**src/rtl/ps_alu_ctl_if.sv**
```systemverilog
// Instruction, ALU and crossbar signal bundle for the ps_alu_ctl sequencer.
// The master side is the instruction/ALU environment; the controller is the slave.
interface ps_alu_ctl_if #(
  parameter int ADDR_WIDTH = 4
);
  localparam int IW = 12 + 3 * ADDR_WIDTH;

  logic                  ps_instr_valid;
  logic                  ps_instr_ready;
  logic [IW-1:0]         ps_instr;

  logic                  ps_alu_en;
  logic                  ps_alu_log;
  logic                  ps_alu_sat;
  logic [1:0]            ps_alu_hc;
  logic [2:0]            ps_alu_sc;

  logic                  alu_ps_az;
  logic                  alu_ps_an;
  logic                  alu_ps_ac;
  logic                  alu_ps_av;

  logic [ADDR_WIDTH-1:0] ps_xb_rdx;
  logic [ADDR_WIDTH-1:0] ps_xb_rdy;
  logic [ADDR_WIDTH-1:0] ps_xb_wa;
  logic                  ps_xb_we;

  logic [3:0]            ps_astat;
  logic                  ps_stky_av;
  logic                  ps_stky_clr;
  logic                  ps_illegal;

  modport master (
    output ps_instr_valid, ps_instr,
    output alu_ps_az, alu_ps_an, alu_ps_ac, alu_ps_av,
    output ps_stky_clr,
    input  ps_instr_ready,
    input  ps_alu_en, ps_alu_log, ps_alu_sat, ps_alu_hc, ps_alu_sc,
    input  ps_xb_rdx, ps_xb_rdy, ps_xb_wa, ps_xb_we,
    input  ps_astat, ps_stky_av, ps_illegal
  );

  modport slave (
    input  ps_instr_valid, ps_instr,
    input  alu_ps_az, alu_ps_an, alu_ps_ac, alu_ps_av,
    input  ps_stky_clr,
    output ps_instr_ready,
    output ps_alu_en, ps_alu_log, ps_alu_sat, ps_alu_hc, ps_alu_sc,
    output ps_xb_rdx, ps_xb_rdy, ps_xb_wa, ps_xb_we,
    output ps_astat, ps_stky_av, ps_illegal
  );
endinterface

```
**src/rtl/ps_alu_ctl.sv**
```systemverilog
// Two-cycle ALU instruction sequencer: decode/condition/issue, then write-back and flag capture.
// Optional PS_ALU_SAT_EN adds the ps_mode_alusat input that drives ps_alu_sat.
module ps_alu_ctl #(
  parameter int ADDR_WIDTH = 4
) (
  input  logic clk,
  input  logic reset,
`ifdef PS_ALU_SAT_EN
  input  logic ps_mode_alusat,
`endif
  ps_alu_ctl_if.slave bus
);
  localparam int IW = 12 + 3 * ADDR_WIDTH;

  typedef enum logic {
    IDLE = 1'b0,
    EXEC = 1'b1
  } state_t;

  state_t                state_q, state_d;
  logic [3:0]            astat_q, astat_d;
  logic                  stky_q, stky_d;
  logic [1:0]            hc_q, hc_d;
  logic [2:0]            sc_q, sc_d;
  logic                  log_q, log_d;
  logic                  illegal_q, illegal_d;
  logic [ADDR_WIDTH-1:0] rn_q, rn_d;
  logic [ADDR_WIDTH-1:0] rdx_q, rdx_d;
  logic [ADDR_WIDTH-1:0] rdy_q, rdy_d;
  logic                  cmp_q, cmp_d;

  logic [1:0]            f_cls;
  logic [1:0]            f_hc;
  logic [2:0]            f_sc;
  logic                  f_log;
  logic [3:0]            f_cond;
  logic [ADDR_WIDTH-1:0] f_rn;
  logic [ADDR_WIDTH-1:0] f_rx;
  logic [ADDR_WIDTH-1:0] f_ry;

  logic                  ready;
  logic                  accept;
  logic                  legal;
  logic                  issue;
  logic                  f_cmp;

  function automatic logic op_legal(input logic [1:0] cls, input logic lg,
                                    input logic [1:0] hc, input logic [2:0] sc);
    logic ok;
    ok = 1'b0;
    if (cls == 2'b01) begin
      if (lg) begin
        case ({hc, sc})
          5'b00_000, 5'b00_001, 5'b00_010,
          5'b10_000, 5'b10_001, 5'b11_000: ok = 1'b1;
          default:                         ok = 1'b0;
        endcase
      end else begin
        case ({hc, sc})
          5'b00_000, 5'b00_001, 5'b00_010, 5'b00_011, 5'b00_101,
          5'b01_001, 5'b01_011, 5'b10_001, 5'b11_001: ok = 1'b1;
          default:                                    ok = 1'b0;
        endcase
      end
    end
    return ok;
  endfunction

  // Status layout is {AV, AC, AN, AZ}.
  function automatic logic cond_ok(input logic [3:0] cond, input logic [3:0] st);
    logic ok;
    case (cond)
      4'd0:    ok = st[0];
      4'd1:    ok = ~st[0];
      4'd2:    ok = st[1];
      4'd3:    ok = ~st[1];
      4'd4:    ok = st[2];
      4'd5:    ok = ~st[2];
      4'd6:    ok = st[3];
      4'd7:    ok = ~st[3];
      4'd15:   ok = 1'b1;
      default: ok = 1'b0;
    endcase
    return ok;
  endfunction

  assign f_cls  = bus.ps_instr[IW-1 -: 2];
  assign f_hc   = bus.ps_instr[IW-3 -: 2];
  assign f_sc   = bus.ps_instr[IW-5 -: 3];
  assign f_log  = bus.ps_instr[IW-8];
  assign f_cond = bus.ps_instr[IW-9 -: 4];
  assign f_rn   = bus.ps_instr[3*ADDR_WIDTH-1 -: ADDR_WIDTH];
  assign f_rx   = bus.ps_instr[2*ADDR_WIDTH-1 -: ADDR_WIDTH];
  assign f_ry   = bus.ps_instr[ADDR_WIDTH-1:0];

  // Ready is gated by reset so nothing is accepted while reset is held.
  assign ready  = (state_q == IDLE) && !reset;
  assign accept = bus.ps_instr_valid && ready;
  assign legal  = op_legal(f_cls, f_log, f_hc, f_sc);
  assign issue  = accept && legal && cond_ok(f_cond, astat_q);
  assign f_cmp  = !f_log && (f_hc == 2'b00) && (f_sc == 3'b101);

  always_comb begin
    state_d   = state_q;
    astat_d   = astat_q;
    hc_d      = hc_q;
    sc_d      = sc_q;
    log_d     = log_q;
    illegal_d = 1'b0;
    rn_d      = rn_q;
    rdx_d     = rdx_q;
    rdy_d     = rdy_q;
    cmp_d     = cmp_q;
    case (state_q)
      IDLE: begin
        if (issue) begin
          state_d = EXEC;
          hc_d    = f_hc;
          sc_d    = f_sc;
          log_d   = f_log;
          rn_d    = f_rn;
          rdx_d   = f_rx;
          rdy_d   = f_ry;
          cmp_d   = f_cmp;
        end else if (accept && !legal) begin
          illegal_d = 1'b1;
        end
      end
      EXEC: begin
        state_d = IDLE;
        astat_d = {bus.alu_ps_av, bus.alu_ps_ac, bus.alu_ps_an, bus.alu_ps_az};
      end
      default: state_d = IDLE;
    endcase
    // A new overflow beats a simultaneous clear.
    stky_d = ((state_q == EXEC) && bus.alu_ps_av) || (stky_q && !bus.ps_stky_clr);
  end

  always_ff @(posedge clk or posedge reset) begin
    if (reset) begin
      state_q   <= IDLE;
      astat_q   <= 4'b0000;
      stky_q    <= 1'b0;
      hc_q      <= 2'b00;
      sc_q      <= 3'b000;
      log_q     <= 1'b0;
      illegal_q <= 1'b0;
    end else begin
      state_q   <= state_d;
      astat_q   <= astat_d;
      stky_q    <= stky_d;
      hc_q      <= hc_d;
      sc_q      <= sc_d;
      log_q     <= log_d;
      illegal_q <= illegal_d;
    end
  end

  // Operand/address capture only matters while EXEC is active, so it carries no reset.
  always_ff @(posedge clk) begin
    rn_q  <= rn_d;
    rdx_q <= rdx_d;
    rdy_q <= rdy_d;
    cmp_q <= cmp_d;
  end

`ifdef PS_ALU_SAT_EN
  logic sat_q, sat_d;

  always_comb begin
    sat_d = issue && ps_mode_alusat;
  end

  always_ff @(posedge clk or posedge reset) begin
    if (reset) sat_q <= 1'b0;
    else       sat_q <= sat_d;
  end

  assign bus.ps_alu_sat = issue ? ps_mode_alusat : sat_q;
`else
  assign bus.ps_alu_sat = 1'b0;
`endif

  assign bus.ps_instr_ready = ready;
  assign bus.ps_alu_en      = issue;
  assign bus.ps_alu_hc      = issue ? f_hc  : hc_q;
  assign bus.ps_alu_sc      = issue ? f_sc  : sc_q;
  assign bus.ps_alu_log     = issue ? f_log : log_q;
  assign bus.ps_xb_rdx      = issue ? f_rx  : rdx_q;
  assign bus.ps_xb_rdy      = issue ? f_ry  : rdy_q;
  assign bus.ps_xb_wa       = rn_q;
  assign bus.ps_xb_we       = (state_q == EXEC) && !cmp_q && !reset;
  assign bus.ps_astat       = astat_q;
  assign bus.ps_stky_av     = stky_q;
  assign bus.ps_illegal     = illegal_q;
endmodule

```
**src/flat_wrapper.sv**
```systemverilog
// flat-port wrapper written by rule: the top's interface ports become plain ports
module ps_alu_ctl_flat 
#(
  parameter int ADDR_WIDTH = 4
)
  (clk, reset, bus_ps_instr_valid, bus_ps_instr, bus_alu_ps_az, bus_alu_ps_an, bus_alu_ps_ac, bus_alu_ps_av, bus_ps_stky_clr, bus_ps_instr_ready, bus_ps_alu_en, bus_ps_alu_log, bus_ps_alu_sat, bus_ps_alu_hc, bus_ps_alu_sc, bus_ps_xb_rdx, bus_ps_xb_rdy, bus_ps_xb_wa, bus_ps_xb_we, bus_ps_astat, bus_ps_stky_av, bus_ps_illegal);
  ps_alu_ctl_if #(.ADDR_WIDTH(ADDR_WIDTH)) bus_i ();
  input  logic clk;
  input  logic reset;
  input wire logic [$bits(bus_i.ps_instr_valid)-1:0] bus_ps_instr_valid;
  input wire logic [$bits(bus_i.ps_instr)-1:0] bus_ps_instr;
  input wire logic [$bits(bus_i.alu_ps_az)-1:0] bus_alu_ps_az;
  input wire logic [$bits(bus_i.alu_ps_an)-1:0] bus_alu_ps_an;
  input wire logic [$bits(bus_i.alu_ps_ac)-1:0] bus_alu_ps_ac;
  input wire logic [$bits(bus_i.alu_ps_av)-1:0] bus_alu_ps_av;
  input wire logic [$bits(bus_i.ps_stky_clr)-1:0] bus_ps_stky_clr;
  output wire logic [$bits(bus_i.ps_instr_ready)-1:0] bus_ps_instr_ready;
  output wire logic [$bits(bus_i.ps_alu_en)-1:0] bus_ps_alu_en;
  output wire logic [$bits(bus_i.ps_alu_log)-1:0] bus_ps_alu_log;
  output wire logic [$bits(bus_i.ps_alu_sat)-1:0] bus_ps_alu_sat;
  output wire logic [$bits(bus_i.ps_alu_hc)-1:0] bus_ps_alu_hc;
  output wire logic [$bits(bus_i.ps_alu_sc)-1:0] bus_ps_alu_sc;
  output wire logic [$bits(bus_i.ps_xb_rdx)-1:0] bus_ps_xb_rdx;
  output wire logic [$bits(bus_i.ps_xb_rdy)-1:0] bus_ps_xb_rdy;
  output wire logic [$bits(bus_i.ps_xb_wa)-1:0] bus_ps_xb_wa;
  output wire logic [$bits(bus_i.ps_xb_we)-1:0] bus_ps_xb_we;
  output wire logic [$bits(bus_i.ps_astat)-1:0] bus_ps_astat;
  output wire logic [$bits(bus_i.ps_stky_av)-1:0] bus_ps_stky_av;
  output wire logic [$bits(bus_i.ps_illegal)-1:0] bus_ps_illegal;
  assign bus_i.ps_instr_valid = bus_ps_instr_valid;
  assign bus_i.ps_instr = bus_ps_instr;
  assign bus_i.alu_ps_az = bus_alu_ps_az;
  assign bus_i.alu_ps_an = bus_alu_ps_an;
  assign bus_i.alu_ps_ac = bus_alu_ps_ac;
  assign bus_i.alu_ps_av = bus_alu_ps_av;
  assign bus_i.ps_stky_clr = bus_ps_stky_clr;
  assign bus_ps_instr_ready = bus_i.ps_instr_ready;
  assign bus_ps_alu_en = bus_i.ps_alu_en;
  assign bus_ps_alu_log = bus_i.ps_alu_log;
  assign bus_ps_alu_sat = bus_i.ps_alu_sat;
  assign bus_ps_alu_hc = bus_i.ps_alu_hc;
  assign bus_ps_alu_sc = bus_i.ps_alu_sc;
  assign bus_ps_xb_rdx = bus_i.ps_xb_rdx;
  assign bus_ps_xb_rdy = bus_i.ps_xb_rdy;
  assign bus_ps_xb_wa = bus_i.ps_xb_wa;
  assign bus_ps_xb_we = bus_i.ps_xb_we;
  assign bus_ps_astat = bus_i.ps_astat;
  assign bus_ps_stky_av = bus_i.ps_stky_av;
  assign bus_ps_illegal = bus_i.ps_illegal;
  ps_alu_ctl #(.ADDR_WIDTH(ADDR_WIDTH)) u_core (.clk(clk), .reset(reset), .bus(bus_i));
endmodule
```
**config.mk**
```make
export PLATFORM = sky130hd
export DESIGN_NAME = ps_alu_ctl_flat
export DESIGN_NICKNAME = d
export VERILOG_FILES = /design/src/rtl/ps_alu_ctl_if.sv /design/src/rtl/ps_alu_ctl.sv /design/src/flat_wrapper.sv
export SDC_FILE = /design/constraint.sdc
export NUM_CORES = 1
export LEC_CHECK = 0
export CAP_MARGIN = 30
export CORE_MARGIN = 3
export CORE_UTILIZATION = 37
export CTS_CLUSTER_SIZE = 40
export DETAILED_ROUTE_END_ITERATION = 6
export GPL_TIMING_DRIVEN = 0
export PLACE_DENSITY = 0.76
export SETUP_SLACK_MARGIN = 0.05
export SLEW_MARGIN = 0
export SYNTH_ARGS = -nofsm -noshare
export SYNTH_HDL_FRONTEND = slang
export SYNTH_SLANG_ARGS = --single-unit
```
**constraint.sdc**
```tcl
create_clock -name clk -period 1.8 [get_ports clk]
set_clock_uncertainty 0.1 [all_clocks]
set_input_delay 0.27 -clock clk [delete_from_list [all_inputs] [get_ports clk]]
set_output_delay 0.27 -clock clk [all_outputs]
set_load 0.01 [all_outputs]
```
==> impl_metrics.toml <==
[detailed_routing]
routed_wl_um = 3300
ant_nets = 0
drc_errors = 0
vias_per_cell = 4.73
dr.pass1.iters = 4
drt_iter0_drc = 11
wl_per_cell_um = 14.8
vias = 1055

[layout]
syn2layout_area_growth_pct = 72.1
num-fill-cells = 239
fin_cells = 223
multi_input_area_sq_um = 556
fin_area_sq_um = 2250
final_common_cell = "clkdlybuf4s50_1"
final_cell_mix = "35 x clkdlybuf4s50_1, 26 x buf_6, 18 x mux2_4, 14 x buf_4"
drive_gt1_share_pct = 46.9
nets = 212
ff_latch_area_sq_um = 716
antenna_cells = 0

[yosys]
synthTopCellsByArea = "edfxtp_1 30%, dfrtp_1 25%, mux2_4 21%, mux2_2 4.3%, buf_6 1.7%"
synth_top_area_cell = "edfxtp_1"
syn-instance-count = 92
ys_seq_elements = 26
synth_flop_cell = "edfxtp_1"
synthArstFlopShare_pct = 50.0
yosysWarnings = 0
synth_edf_count = 13
yosysUniqueCellTypes = 28
syn_area_per_cell_sq_um = 14.2
syn_nets = 124
netlist.area_leader.share_pct = 29.9
synth_area_sq_um = 1310
yosysSeqAreaShare_pct = 54.7

[hold_path]
min_path_type = "primary input to flip-flop"

[cts]
clock_sinks = 26
clk_pin_slew_ns = 0.13
cts_buffer_depth = 2
root_buffer = "clkbuf_4"
cts_tree = "done"
clkLatencyLatePin_ns = 0.31
htree_levels = 1
cts_buffers = 3

[timing]
min_period_ns = 2.43
drv_slew = 0
slew_headroom_pct = 66.1
fin_setup_tns_ns = -13.14
worst_pin_slew_ns = 0.507
hold_violations = 0
fmax_ghz = 0.411
period_share_pct = 135
layout_setup_ws_ns = -0.634
setup_viol = 34
grt_setup_unrepaired = "yes"

[global_routing]
grt_overflow = 0
grt_pass1_wl_um = 4890
antenna_found_initial = 0
grt_usage_pct = 14.8
grt_pass1_vias = 1090
grt_start_max_net_pins = 15

[power]
p_per_area_nw_per_um2 = 662
total_power_mw = 1.49
leakage_nw = 1.03
vdd_drop_max_mv = 0.318

[setup_path]
worstSetupEndpointType = "output port"
start_kind = "primary input"
critPathMaxFanout = 7
required_ns = 1.43
worstSetupPathType = "primary input to output port"
crit_arrival_ns = 2.06

[place]
gp_congestion = 0.734
hpwl_um = 2300
port-buffer-count = 58
dp.cells = 194
dpl_worst_slack_ns = -1.29
place_area_sq_um = 1950

[die]
dieArea_sq_um = 4280
die_x_um = 65.4
core_sq_um = 3200
row_count = 20
initial_core_util_pct = 40.8
ios = 60
die_h_um = 65.4

[flow_run]
cap_violations = 0

[status]
status = "finished with violations"
violations = "negative setup slack"
cell usage after synthesis (3+ instances only):
| library cell | n |
|---|---|
| mux2_4 | 18 |
| dfrtp_1 | 13 |
| edfxtp_1 | 13 |
| inv_1 | 6 |
| mux2_2 | 5 |
| nand2_1 | 4 |
| nor3_1 | 4 |
| nor2_1 | 3 |
| o21ai_0 | 3 |
final timing paths:
kind | start | endpoint | slack (ns) | cells after the start
min reg2reg | u_core.log_q$_DFFE_PP0N_ | u_core.log_q$_DFFE_PP0N_ | 0.43 | 1
max in group asynchronous | reset | u_core.hc_q[0]$_DFFE_PP0N_ | 0.96 | 2
min in group asynchronous | reset | u_core.state_q$_DFF_PP0_ | 0.30 | 2
min | bus_ps_instr[17] | u_core.sc_q[0]$_DFFE_PP0N_ | 0.20 | 2
max | bus_ps_instr[20] | bus_ps_xb_rdy[1] | -0.63 | 8
max reg2reg | u_core.bus.ps_astat[1]$_DFFE_PP0P_ | u_core.rdy_q[0]$_DFFE_PN_ | -0.38 | 9
through the flow:
| step | utilization [%] | hold slack (ns) |
|---|---|---|
| 6_report | 70.2 | 0.201 |
| 2_1_floorplan | - | 0.0470 |
| 3_3_place_gp | 60.8 | 0.389 |
| 4_1_cts | 67.7 | 0.283 |
| 5_1_grt | 70.2 | 0.209 |
| 3_5_place_dp | 60.8 | 0.402 |
report_power, final:
part / internal, mW / total [mW] / switching [mW]
Sequential: 0.696 / 0.729 / 0.0327
Combinational: 0.339 / 0.511 / 0.173
Clock: 0.0865 / 0.250 / 0.163
Total: 1.12 / 1.49 / 0.368
cell type report:
type,count,area share (%)
timing repair buffer,83,36.2
sequential,26,31.8
multi-input combinational,56,24.7
tap,44,2.45
buffer,4,2.34
inverter,6,1.39
clock buffer,4,1.17
flip-flops by register name, indices dropped and copies added, names as in the netlist:
| name | count |
|---|---|
| u_core.bus.ps_stky_av | 1 |
| u_core.rdx_q | 4 |
| u_core.state_q | 1 |
| u_core.log_q | 1 |
| u_core.bus.ps_astat | 4 |
| u_core.hc_q | 2 |
| u_core.rdy_q | 4 |
| u_core.bus.ps_illegal | 1 |
| u_core.bus.ps_xb_wa | 4 |
| u_core.sc_q | 3 |
| u_core.cmp_q | 1 |
what timing repair did:
action,CTS,global route
gates cloned,2,0
hold buffers,0,0
hold endpoints to repair,0,0
pin swaps,5,6
setup buffers,18,7
gates resized for setup,101,22
setup endpoints to repair,37,36
per-layer routing:
metal	part of all wire, %	GRT usage (%)	vias to the layer above
li1	-	-	510
met1	43	18.3	496
met4	0.39	3.11	0
met2	50	26.8	47
met5	0	0	-
met3	6.1	2.56	2
cell families (layout without fill, tap and decap cells):
kind of cell | after synthesis | count (layout) | share of synthesized area (%)
AO/OA/AOI/OAI | 12 | 12 | 7.08
AND/OR/NAND/NOR | 17 | 17 | 6.41
other | 1 | 1 | 0.287
flip-flops | 26 | 26 | 54.7
multiplexers | 25 | 25 | 26.5
XOR/XNOR | 1 | 1 | 0.670
buffers and inverters | 10 | 97 | 4.31
worst max-delay path: stages:
cell	delay (ns)
clkdlybuf4s15_2	0.23
o41a_1	0.47
a221oi_2	0.29
o21ai_2	0.11
buf_6	0.14
buf_8	0.13
mux2_4	0.31
buf_6	0.12
No activity file was read; power rests on OpenSTA's default activity.
